## config.mk

```make
export PLATFORM = sky130hd
export DESIGN_NAME = hazard_ctrl_flat
export DESIGN_NICKNAME = d
export VERILOG_FILES = /design/src/rtl/hazard_ctrl_if.sv /design/src/rtl/hazard_ctrl.sv /design/src/flat_wrapper.sv
export SDC_FILE = /design/constraint.sdc
export NUM_CORES = 1
export LEC_CHECK = 0
export CAP_MARGIN = 20
export CELL_PAD_IN_SITES_DETAIL_PLACEMENT = 1
export CELL_PAD_IN_SITES_GLOBAL_PLACEMENT = 2
export CORE_MARGIN = 2
export CORE_UTILIZATION = 25
export CTS_CLUSTER_SIZE = 8
export DETAILED_ROUTE_END_ITERATION = 7
export PLACE_DENSITY = 0.9
export SYNTH_ARGS = -nofsm -noshare
export SYNTH_HDL_FRONTEND = slang
export SYNTH_SLANG_ARGS = --single-unit
export TNS_END_PERCENT = 30
```

## constraint.sdc

```tcl
create_clock -name CLK -period 3.3 [get_ports CLK]
set_input_delay 0.99 -clock CLK [delete_from_list [all_inputs] [get_ports CLK]]
set_output_delay 0.99 -clock CLK [all_outputs]
set_load 0.03 [all_outputs]
```

## src/rtl/hazard_ctrl_if.sv

```systemverilog
// Pipeline-side view of the hazard unit: register indices, write/load flags in,
// stage enables, bubble controls, forwarding selects and perf counters out.
interface hazard_ctrl_if #(
    parameter int unsigned REG_AW = 5,
    parameter int unsigned CNT_W  = 16
);
    logic [REG_AW-1:0] id_rs1;
    logic [REG_AW-1:0] id_rs2;
    logic              id_use1;
    logic              id_use2;
    logic [REG_AW-1:0] ex_rs1;
    logic [REG_AW-1:0] ex_rs2;
    logic [REG_AW-1:0] ex_rd;
    logic              ex_regwrite;
    logic              ex_memread;
    logic [REG_AW-1:0] mem_rd;
    logic              mem_regwrite;
    logic              mem_memread;
    logic [REG_AW-1:0] wb_rd;
    logic              wb_regwrite;
    logic              branch_taken;
    logic              perf_clr;
    logic              pc_en;
    logic              ifid_en;
    logic              ifid_clr;
    logic              idex_clr;
    logic              exmem_clr;
    logic [1:0]        fwd_a;
    logic [1:0]        fwd_b;
    logic [CNT_W-1:0]  stall_cnt;
    logic [CNT_W-1:0]  flush_cnt;

    modport master (
        output id_rs1, id_rs2, id_use1, id_use2, ex_rs1, ex_rs2, ex_rd,
               ex_regwrite, ex_memread, mem_rd, mem_regwrite, mem_memread,
               wb_rd, wb_regwrite, branch_taken, perf_clr,
        input  pc_en, ifid_en, ifid_clr, idex_clr, exmem_clr, fwd_a, fwd_b,
               stall_cnt, flush_cnt
    );

    modport slave (
        input  id_rs1, id_rs2, id_use1, id_use2, ex_rs1, ex_rs2, ex_rd,
               ex_regwrite, ex_memread, mem_rd, mem_regwrite, mem_memread,
               wb_rd, wb_regwrite, branch_taken, perf_clr,
        output pc_en, ifid_en, ifid_clr, idex_clr, exmem_clr, fwd_a, fwd_b,
               stall_cnt, flush_cnt
    );
endinterface

```

## src/rtl/hazard_ctrl.sv

```systemverilog
// Five-stage pipeline hazard unit: load-use / RAW stall generation, taken-branch
// flush, EX operand forwarding selects and saturating stall/flush counters.
module hazard_ctrl #(
    parameter int unsigned REG_AW   = 5,
    parameter int unsigned LOAD_LAT = 1,
    parameter int unsigned FWD_EN   = 1,
    parameter int unsigned CNT_W    = 16
) (
    input  logic          CLK,
    input  logic          RESET_N,
    hazard_ctrl_if.slave  bus
);
    localparam int unsigned       LAT_W     = $clog2(LOAD_LAT + 1);
    localparam logic [REG_AW-1:0] REG_ZERO  = '0;
    localparam logic [CNT_W-1:0]  CNT_MAX   = '1;
    localparam bit                USE_FWD   = (FWD_EN != 0);
    localparam bit                MULTI_LAT = (LOAD_LAT > 1);

    typedef enum logic {
        RUN   = 1'b0,
        STALL = 1'b1
    } state_e;

    state_e            state_q, state_d;
    logic [LAT_W-1:0]  lat_cnt_q, lat_cnt_d;
    logic [CNT_W-1:0]  stall_cnt_q, stall_cnt_d;
    logic [CNT_W-1:0]  flush_cnt_q, flush_cnt_d;

    logic       ex_hit_c, mem_hit_c, hazard_c;
    logic       mem_fwd_ok_c, wb_fwd_ok_c;
    logic       pc_en_c, ifid_en_c, ifid_clr_c, idex_clr_c, exmem_clr_c;
    logic [1:0] fwd_a_c, fwd_b_c;

    // A producer only counts when it really writes a nonzero register the ID instruction reads
    always_comb begin
        ex_hit_c  = bus.ex_regwrite && (bus.ex_rd != REG_ZERO) &&
                    ((bus.id_use1 && (bus.ex_rd == bus.id_rs1)) ||
                     (bus.id_use2 && (bus.ex_rd == bus.id_rs2)));
        mem_hit_c = bus.mem_regwrite && (bus.mem_rd != REG_ZERO) &&
                    ((bus.id_use1 && (bus.mem_rd == bus.id_rs1)) ||
                     (bus.id_use2 && (bus.mem_rd == bus.id_rs2)));
        hazard_c  = USE_FWD ? (ex_hit_c && bus.ex_memread) : (ex_hit_c || mem_hit_c);
    end

    always_ff @(posedge CLK or negedge RESET_N) begin
        if (!RESET_N) begin
            state_q     <= RUN;
            lat_cnt_q   <= '0;
            stall_cnt_q <= '0;
            flush_cnt_q <= '0;
        end else begin
            state_q     <= state_d;
            lat_cnt_q   <= lat_cnt_d;
            stall_cnt_q <= stall_cnt_d;
            flush_cnt_q <= flush_cnt_d;
        end
    end

    // Control outputs are combinational so a hazard freezes the front end in the same cycle
    always_comb begin
        state_d     = state_q;
        lat_cnt_d   = lat_cnt_q;
        pc_en_c     = 1'b1;
        ifid_en_c   = 1'b1;
        ifid_clr_c  = 1'b0;
        idex_clr_c  = 1'b0;
        exmem_clr_c = 1'b0;
        if (!RESET_N) begin
            pc_en_c     = 1'b0;
            ifid_en_c   = 1'b0;
            ifid_clr_c  = 1'b1;
            idex_clr_c  = 1'b1;
            exmem_clr_c = 1'b1;
            state_d     = RUN;
            lat_cnt_d   = '0;
        end else if (bus.branch_taken) begin
            ifid_clr_c  = 1'b1;
            idex_clr_c  = 1'b1;
            exmem_clr_c = 1'b1;
            state_d     = RUN;
            lat_cnt_d   = '0;
        end else begin
            case (state_q)
                RUN: begin
                    if (hazard_c) begin
                        pc_en_c    = 1'b0;
                        ifid_en_c  = 1'b0;
                        idex_clr_c = 1'b1;
                        if (USE_FWD && MULTI_LAT) begin
                            state_d   = STALL;
                            lat_cnt_d = LAT_W'(LOAD_LAT - 1);
                        end
                    end
                end
                STALL: begin
                    pc_en_c    = 1'b0;
                    ifid_en_c  = 1'b0;
                    idex_clr_c = 1'b1;
                    lat_cnt_d  = lat_cnt_q - LAT_W'(1);
                    if (lat_cnt_q <= LAT_W'(1)) begin
                        state_d   = RUN;
                        lat_cnt_d = '0;
                    end
                end
                default: begin
                    state_d   = RUN;
                    lat_cnt_d = '0;
                end
            endcase
        end
    end

    // MEM result beats WB so the youngest producer wins; loads in MEM have no ALU result yet
    always_comb begin
        mem_fwd_ok_c = bus.mem_regwrite && !bus.mem_memread && (bus.mem_rd != REG_ZERO);
        wb_fwd_ok_c  = bus.wb_regwrite && (bus.wb_rd != REG_ZERO);
        fwd_a_c      = 2'b00;
        fwd_b_c      = 2'b00;
        if (USE_FWD && RESET_N) begin
            if (mem_fwd_ok_c && (bus.mem_rd == bus.ex_rs1)) begin
                fwd_a_c = 2'b10;
            end else if (wb_fwd_ok_c && (bus.wb_rd == bus.ex_rs1)) begin
                fwd_a_c = 2'b01;
            end
            if (mem_fwd_ok_c && (bus.mem_rd == bus.ex_rs2)) begin
                fwd_b_c = 2'b10;
            end else if (wb_fwd_ok_c && (bus.wb_rd == bus.ex_rs2)) begin
                fwd_b_c = 2'b01;
            end
        end
    end

    // Saturating counters; a clear swallows the event of its own cycle
    always_comb begin
        stall_cnt_d = stall_cnt_q;
        flush_cnt_d = flush_cnt_q;
        if (bus.perf_clr) begin
            stall_cnt_d = '0;
            flush_cnt_d = '0;
        end else begin
            if (!pc_en_c && (stall_cnt_q != CNT_MAX)) begin
                stall_cnt_d = stall_cnt_q + CNT_W'(1);
            end
            if (bus.branch_taken && (flush_cnt_q != CNT_MAX)) begin
                flush_cnt_d = flush_cnt_q + CNT_W'(1);
            end
        end
    end

    assign bus.pc_en     = pc_en_c;
    assign bus.ifid_en   = ifid_en_c;
    assign bus.ifid_clr  = ifid_clr_c;
    assign bus.idex_clr  = idex_clr_c;
    assign bus.exmem_clr = exmem_clr_c;
    assign bus.fwd_a     = fwd_a_c;
    assign bus.fwd_b     = fwd_b_c;
    assign bus.stall_cnt = stall_cnt_q;
    assign bus.flush_cnt = flush_cnt_q;
endmodule

```

## src/flat_wrapper.sv

```systemverilog
// flat-port wrapper written by rule: the top's interface ports become plain ports
module hazard_ctrl_flat 
#(
    parameter int unsigned REG_AW   = 5,
    parameter int unsigned LOAD_LAT = 1,
    parameter int unsigned FWD_EN   = 1,
    parameter int unsigned CNT_W    = 16
)
  (CLK, RESET_N, bus_id_rs1, bus_id_rs2, bus_id_use1, bus_id_use2, bus_ex_rs1, bus_ex_rs2, bus_ex_rd, bus_ex_regwrite, bus_ex_memread, bus_mem_rd, bus_mem_regwrite, bus_mem_memread, bus_wb_rd, bus_wb_regwrite, bus_branch_taken, bus_perf_clr, bus_pc_en, bus_ifid_en, bus_ifid_clr, bus_idex_clr, bus_exmem_clr, bus_fwd_a, bus_fwd_b, bus_stall_cnt, bus_flush_cnt);
  hazard_ctrl_if #(.REG_AW(REG_AW), .CNT_W(CNT_W)) bus_i ();
  input  logic CLK;
  input  logic RESET_N;
  input wire logic [$bits(bus_i.id_rs1)-1:0] bus_id_rs1;
  input wire logic [$bits(bus_i.id_rs2)-1:0] bus_id_rs2;
  input wire logic [$bits(bus_i.id_use1)-1:0] bus_id_use1;
  input wire logic [$bits(bus_i.id_use2)-1:0] bus_id_use2;
  input wire logic [$bits(bus_i.ex_rs1)-1:0] bus_ex_rs1;
  input wire logic [$bits(bus_i.ex_rs2)-1:0] bus_ex_rs2;
  input wire logic [$bits(bus_i.ex_rd)-1:0] bus_ex_rd;
  input wire logic [$bits(bus_i.ex_regwrite)-1:0] bus_ex_regwrite;
  input wire logic [$bits(bus_i.ex_memread)-1:0] bus_ex_memread;
  input wire logic [$bits(bus_i.mem_rd)-1:0] bus_mem_rd;
  input wire logic [$bits(bus_i.mem_regwrite)-1:0] bus_mem_regwrite;
  input wire logic [$bits(bus_i.mem_memread)-1:0] bus_mem_memread;
  input wire logic [$bits(bus_i.wb_rd)-1:0] bus_wb_rd;
  input wire logic [$bits(bus_i.wb_regwrite)-1:0] bus_wb_regwrite;
  input wire logic [$bits(bus_i.branch_taken)-1:0] bus_branch_taken;
  input wire logic [$bits(bus_i.perf_clr)-1:0] bus_perf_clr;
  output wire logic [$bits(bus_i.pc_en)-1:0] bus_pc_en;
  output wire logic [$bits(bus_i.ifid_en)-1:0] bus_ifid_en;
  output wire logic [$bits(bus_i.ifid_clr)-1:0] bus_ifid_clr;
  output wire logic [$bits(bus_i.idex_clr)-1:0] bus_idex_clr;
  output wire logic [$bits(bus_i.exmem_clr)-1:0] bus_exmem_clr;
  output wire logic [$bits(bus_i.fwd_a)-1:0] bus_fwd_a;
  output wire logic [$bits(bus_i.fwd_b)-1:0] bus_fwd_b;
  output wire logic [$bits(bus_i.stall_cnt)-1:0] bus_stall_cnt;
  output wire logic [$bits(bus_i.flush_cnt)-1:0] bus_flush_cnt;
  assign bus_i.id_rs1 = bus_id_rs1;
  assign bus_i.id_rs2 = bus_id_rs2;
  assign bus_i.id_use1 = bus_id_use1;
  assign bus_i.id_use2 = bus_id_use2;
  assign bus_i.ex_rs1 = bus_ex_rs1;
  assign bus_i.ex_rs2 = bus_ex_rs2;
  assign bus_i.ex_rd = bus_ex_rd;
  assign bus_i.ex_regwrite = bus_ex_regwrite;
  assign bus_i.ex_memread = bus_ex_memread;
  assign bus_i.mem_rd = bus_mem_rd;
  assign bus_i.mem_regwrite = bus_mem_regwrite;
  assign bus_i.mem_memread = bus_mem_memread;
  assign bus_i.wb_rd = bus_wb_rd;
  assign bus_i.wb_regwrite = bus_wb_regwrite;
  assign bus_i.branch_taken = bus_branch_taken;
  assign bus_i.perf_clr = bus_perf_clr;
  assign bus_pc_en = bus_i.pc_en;
  assign bus_ifid_en = bus_i.ifid_en;
  assign bus_ifid_clr = bus_i.ifid_clr;
  assign bus_idex_clr = bus_i.idex_clr;
  assign bus_exmem_clr = bus_i.exmem_clr;
  assign bus_fwd_a = bus_i.fwd_a;
  assign bus_fwd_b = bus_i.fwd_b;
  assign bus_stall_cnt = bus_i.stall_cnt;
  assign bus_flush_cnt = bus_i.flush_cnt;
  hazard_ctrl #(.REG_AW(REG_AW), .LOAD_LAT(LOAD_LAT), .FWD_EN(FWD_EN), .CNT_W(CNT_W)) u_core (.CLK(CLK), .RESET_N(RESET_N), .bus(bus_i));
endmodule
```

Word level (Yosys, flattened, before mapping)
Index checks and enable logic that the tools add are counted.
{"block": "totals", "register_bits": 34, "output_inout_bits": 41}
{"block": "classes", "mux": 28, "bitwise": 1, "n_eq_ne": 9, "magnitude_cmp": 1, "addsub": 3, "reduce_logical": 22}
{"operator": "two-way mux 16 bit", "n": 4}
{"operator": "adder 16 x 1 -> 16 bit (second input constant)", "n": 2}
{"operator": "!= test 16 bit (second input constant)", "n": 2}
{"operator": "equality test 5 bit", "n": 6}
{"operator": "two-way mux 1 bit", "n": 18}
{"operator": "nonzero test 5 bit", "n": 3}
{"operator": "logical AND 1 bit", "n": 14}
{"operator": "two-way mux 2 bit", "n": 4}
{"operator": "one-hot mux 1 bit (2 select lines)", "n": 2}
{"operator": "nonzero test 2 bit", "n": 2}
{"operator": "!= test 3 x 1 -> 1 bit (second input constant)", "n": 1}
{"operator": "logical NOT 1 bit", "n": 2}
{"operator": "<= comparator 1 bit (second input constant)", "n": 1}
{"operator": "logical OR 1 bit", "n": 1}
{"operator": "NOT 1 bit", "n": 1}
{"operator": "subtractor 1 bit (second input constant)", "n": 1}

Depth between registers and ports, before layout
Gate-level depths: netlist (run 1).
{"block": "depth", "depth_word": 13, "ltp_mapped": 10, "ltp_nobuf": 7}

Worst setup path after synthesis (run 1)
No wires, ideal clock.
{"block": "synth_path", "path_kind": "input to output", "from": "input port bus_mem_rd[0]", "to": "output port bus_fwd_a[0]", "stages": 4, "arrival_time_ns": 2.785, "setup_slack_ns": -0.475, "required_ns": 2.310, "path_cell_list": "or4_1 > o21ai_0 > nor4_1 > nor4_1"}
{"block": "synth_via", "elab_chain_cells": 5}
{"element": "start: declaration", "line": "flat_wrapper.sv:22", "text": "input wire logic [$bits(bus_i.mem_rd)-1:0] bus_mem_rd;"}
{"element": "nonzero test 5 bit"}
{"element": "logical AND 1 bit", "line": "hazard_ctrl.sv:115", "text": "mem_fwd_ok_c = bus.mem_regwrite && !bus.mem_memread && (bus.mem_rd != REG_ZERO);"}
{"element": "logical AND 1 bit (*)", "line": "hazard_ctrl.sv:120", "text": "if (mem_fwd_ok_c && (bus.mem_rd == bus.ex_rs1)) begin"}
{"element": "two-way mux 2 bit (*)", "line": "hazard_ctrl.sv:120"}
{"element": "two-way mux 2 bit (*)", "line": "hazard_ctrl.sv:119", "text": "if (USE_FWD && RESET_N) begin"}
{"element": "end: declaration", "line": "flat_wrapper.sv:34", "text": "output wire logic [$bits(bus_i.fwd_a)-1:0] bus_fwd_a;"}
Mark *: on every way between the ends. The rest lies on a longest branch, timed or not.

Worst setup path after layout (run 1)
{"block": "layout_path", "from": "input port bus_mem_rd[3]", "to": "output port bus_fwd_a[0]"}
Same word-level chain as after synthesis.

==> results of run 1 <==
## metrics by stage
stage | setup TNS (ns) | hold WS [ns] | instances
final | -0.2081 | 0.5773 | 453
after global routing | -0.3587 | 0.6114 | 453
after CTS | -0.2731 | 0.5795 | 451
after detailed placement | -3.276 | 0.5658 | 444
after global placement | -2.971 | 0.5484 | 444
after floorplan | -0.1510 | 0.6890 | 237
## registers in the layout (all words and copies together), names as in the netlist
| name | cells |
|---|---|
| u_core.bus.stall_cnt | 16 |
| u_core.bus.flush_cnt | 16 |
## layout by cell type (no fill, tap or decap), types with 4 or more instances in the layout
cell	synthesis	layout
o21ai_1	5	5
dlygate4sd2_1	0	6
or4_1	10	8
nand2_1	17	17
nand3_1	9	8
nor3_1	4	4
o31ai_1	6	6
clkbuf_2	0	4
dlymetal6s2s_1	0	10
dfrtp_1	32	32
buf_2	1	10
buf_6	3	12
xnor2_1	23	19
nor2_1	27	26
nor4_4	1	4
or3_1	8	8
xor2_1	20	20
buf_4	2	26
clkdlybuf4s50_1	0	40
a21oi_1	15	15
nand4_1	10	10
clkbuf_8	0	6
## cells by family after synthesis
family | synth area share
buf+inv | 0.03546
simple gates | 0.2890
mux | 0.01453
xor+xnor | 0.1750
compound gates | 0.1023
fa+ha+maj | 0.01163
flops | 0.3721
## power by group through the flow
stage	logic, uW	clock network, uW	registers (uW)
final	222	315	405
after global routing	242	342	406
after CTS	217	326	405
after detailed placement	212	0	413
after global placement	206	0	413
after floorplan	75.1	0	421
## path summary, 6_finish.rpt
kind | start | end | slack (ns) | cells past startpoint
worst min-delay path | u_core.bus.stall_cnt[15]$_DFFE_PN0P_ | u_core.bus.stall_cnt[15]$_DFFE_PN0P_ | 0.58 | 2
worst max-delay path | bus_mem_rd[3] | bus_fwd_a[0] | -0.11 | 7
max in group asynchronous | RESET_N | u_core.bus.stall_cnt[9]$_DFFE_PN0P_ | 2.16 | 2
worst max register to register | u_core.bus.stall_cnt[0]$_DFFE_PN0P_ | u_core.bus.stall_cnt[9]$_DFFE_PN0P_ | 0.95 | 8
worst min register to register | u_core.bus.stall_cnt[15]$_DFFE_PN0P_ | u_core.bus.stall_cnt[15]$_DFFE_PN0P_ | 0.58 | 2
min in group asynchronous | RESET_N | u_core.bus.stall_cnt[14]$_DFFE_PN0P_ | 0.79 | 2
## synthesized netlist by cell type, types with 2 or more instances
library cell / number
buf_6: 3
inv_1: 2
nor4_1: 5
o21ai_1: 5
and2_1: 4
nand2_1: 17
nand3_1: 9
nand4_1: 10
clkbuf_1: 3
a21oi_1: 15
mux2i_1: 2
xor2_1: 20
dfrtp_1: 32
or4_1: 10
o211ai_1: 2
o31ai_1: 6
o21ai_0: 4
or3_1: 8
nor3_1: 4
nor2_1: 27
and3_1: 2
ha_1: 2
xnor2_1: 23
buf_4: 2
and4_1: 2
nor2b_1: 2
## layer usage
metal	up-vias	routed length (um)	global-route usage
li1	1073	-	-
met1	1086	2917	0.1803
met3	7	234	0.03829
met5	-	0	0
met4	0	64	0.03792
met2	45	3932	0.2890
## layout make-up
type                            count  area (sq um)
Clock buffer                        8         90.09
Fill cell                         987          4812
Inverter                            2         7.507
Multi-Input combinational cell    193          1413
Sequential cell                    32         800.8
Tap cell                          105         131.4
Timing Repair Buffer              113          1045
## critical path: stages
cell	delay, ns
buf_8	0.09
or4_4	0.53
o21ai_4	0.15
buf_6	0.12
nor4_4	0.04
nor4_4	0.31
buf_6	0.18
## repair_timing
action                                  CTS  global route
buffers inserted                          2             2
gates resized for setup                 103            27
pin swaps                                18            19
endpoints found under the setup margin    7             7
==> flow_summary.ini, run 1 <==
[die]
coreArea_sq_um = 8299
die_h_um = 96.78
start_util = 0.2593
ioPinCount = 87
die_area_sq_um = 9366
rows = 33
die_width_um = 96.78

[drt]
drc_errors = 0
post_drt_wl_per_cell_um = 15.78
antenna_left = 0
num_vias = 2211
drt-total-wl_um = 7148
drtIter0Drc = 46
avgViaCountPerCell = 4.881
firstDrtPassIters = 4

[finish]
fin_area_sq_um = 3487
finalCoreUtilization = 0.4202
diodes = 0
fin_nets = 395
syn_to_final_growth_pct = 62.03
layout-drive-gt1-share = 0.2414

[global_routing]
antenna_found_initial = 0
overflow = 0
grt_pass1_wl_um = 12040
grt_pass1_vias = 2420
grt_max_degree = 38
grt_usage = 0.1564

[clock_network]
clkLatencyLatePin_ns = 0.28
clock-sinks = 32
holdBufCountCts = 0
cts_max_path_buffers = 2
h-tree-depth = 2
clk_pin_slew_ns = 0.06
cts_tree = built
numCtsBuffers = 5
ctsRootBufferMaster = clkbuf_8

[critical_path]
startpoint_type = input pin
arrival_ns = 2.42
crit_path_max_fanout = 2
crit_type = in -> out
cp-end-kind = output port
cp.required_ns = 2.31

[place]
place.gp.congestion = 0.7853
pre_cts_ws_ns = -0.8298
place_area_sq_um = 3279
io_buffers = 86
dp_hpwl_um = 5281

[hold_path]
hold_class = reg -> reg

[timing]
finalWorstSetupSlack_ns = -0.1071
period_share = 1.032
setup_violations = 2
rsz0062_at_grt = yes
tightest_slew_ns = 0.4996
timing.fmax_ghz = 0.2935
slew_headroom = 0.6634
maxSlewViolCount = 0
skew_ns = 0.004473
fin_crit_ns = 3.407
final-hold-violation-count = 0

[pwr]
switching_share = 0.2805
clkPwrFrac = 0.334
vdd_drop_max_uv = 186.6
pwr-share-comb = 0.236
seq_power_share = 0.430
power_density_nw_per_um2 = 270.2
power_leakage_uw = 0.001477
intPower_uw = 678.0
total_power_uw = 942.3
switchingPower_uw = 264.3

[synthesis]
syn-num-nets = 285
ys_seq_area_frac = 0.3721
synth_area_per_cell_sq_um = 9.080
ys.flop_type = dfrtp_1
yosys.cell_types.count = 42
ys_ff_latch = 32
synth_area_leaders = dfrtp_1 (37%), xnor2_1 (9.4%), xor2_1 (8.1%)
synth_edf_count = 0
synth_top_cell_by_area = dfrtp_1
syn_inst = 237
yosysWarnings = 0
netlist_area_sq_um = 2152
ys_async_sr_fraction = 1.000
synthDominantCellAreaShare = 0.3721

[outcome]
status = finished with violations
violations = negative setup slack

[flow_run]
drv_cap = 0
Note: power is estimated with default switching activity, not from simulation.
==> run 2, diff against run 1 <==
--- a/config.mk
+++ b/config.mk
@@ -5,11 +5,12 @@
 export SDC_FILE = /design/constraint.sdc
 export NUM_CORES = 1
 export LEC_CHECK = 0
-export CAP_MARGIN = 20
+export CAP_MARGIN = 40
 export CELL_PAD_IN_SITES_DETAIL_PLACEMENT = 1
 export CELL_PAD_IN_SITES_GLOBAL_PLACEMENT = 2
 export CORE_MARGIN = 2
 export CORE_UTILIZATION = 25
+export CTS_CLUSTER_DIAMETER = 40
 export CTS_CLUSTER_SIZE = 8
 export DETAILED_ROUTE_END_ITERATION = 7
 export PLACE_DENSITY = 0.9
==> results of run 2 <==
Final layout, timing and power as in run 1 (identical DEF).
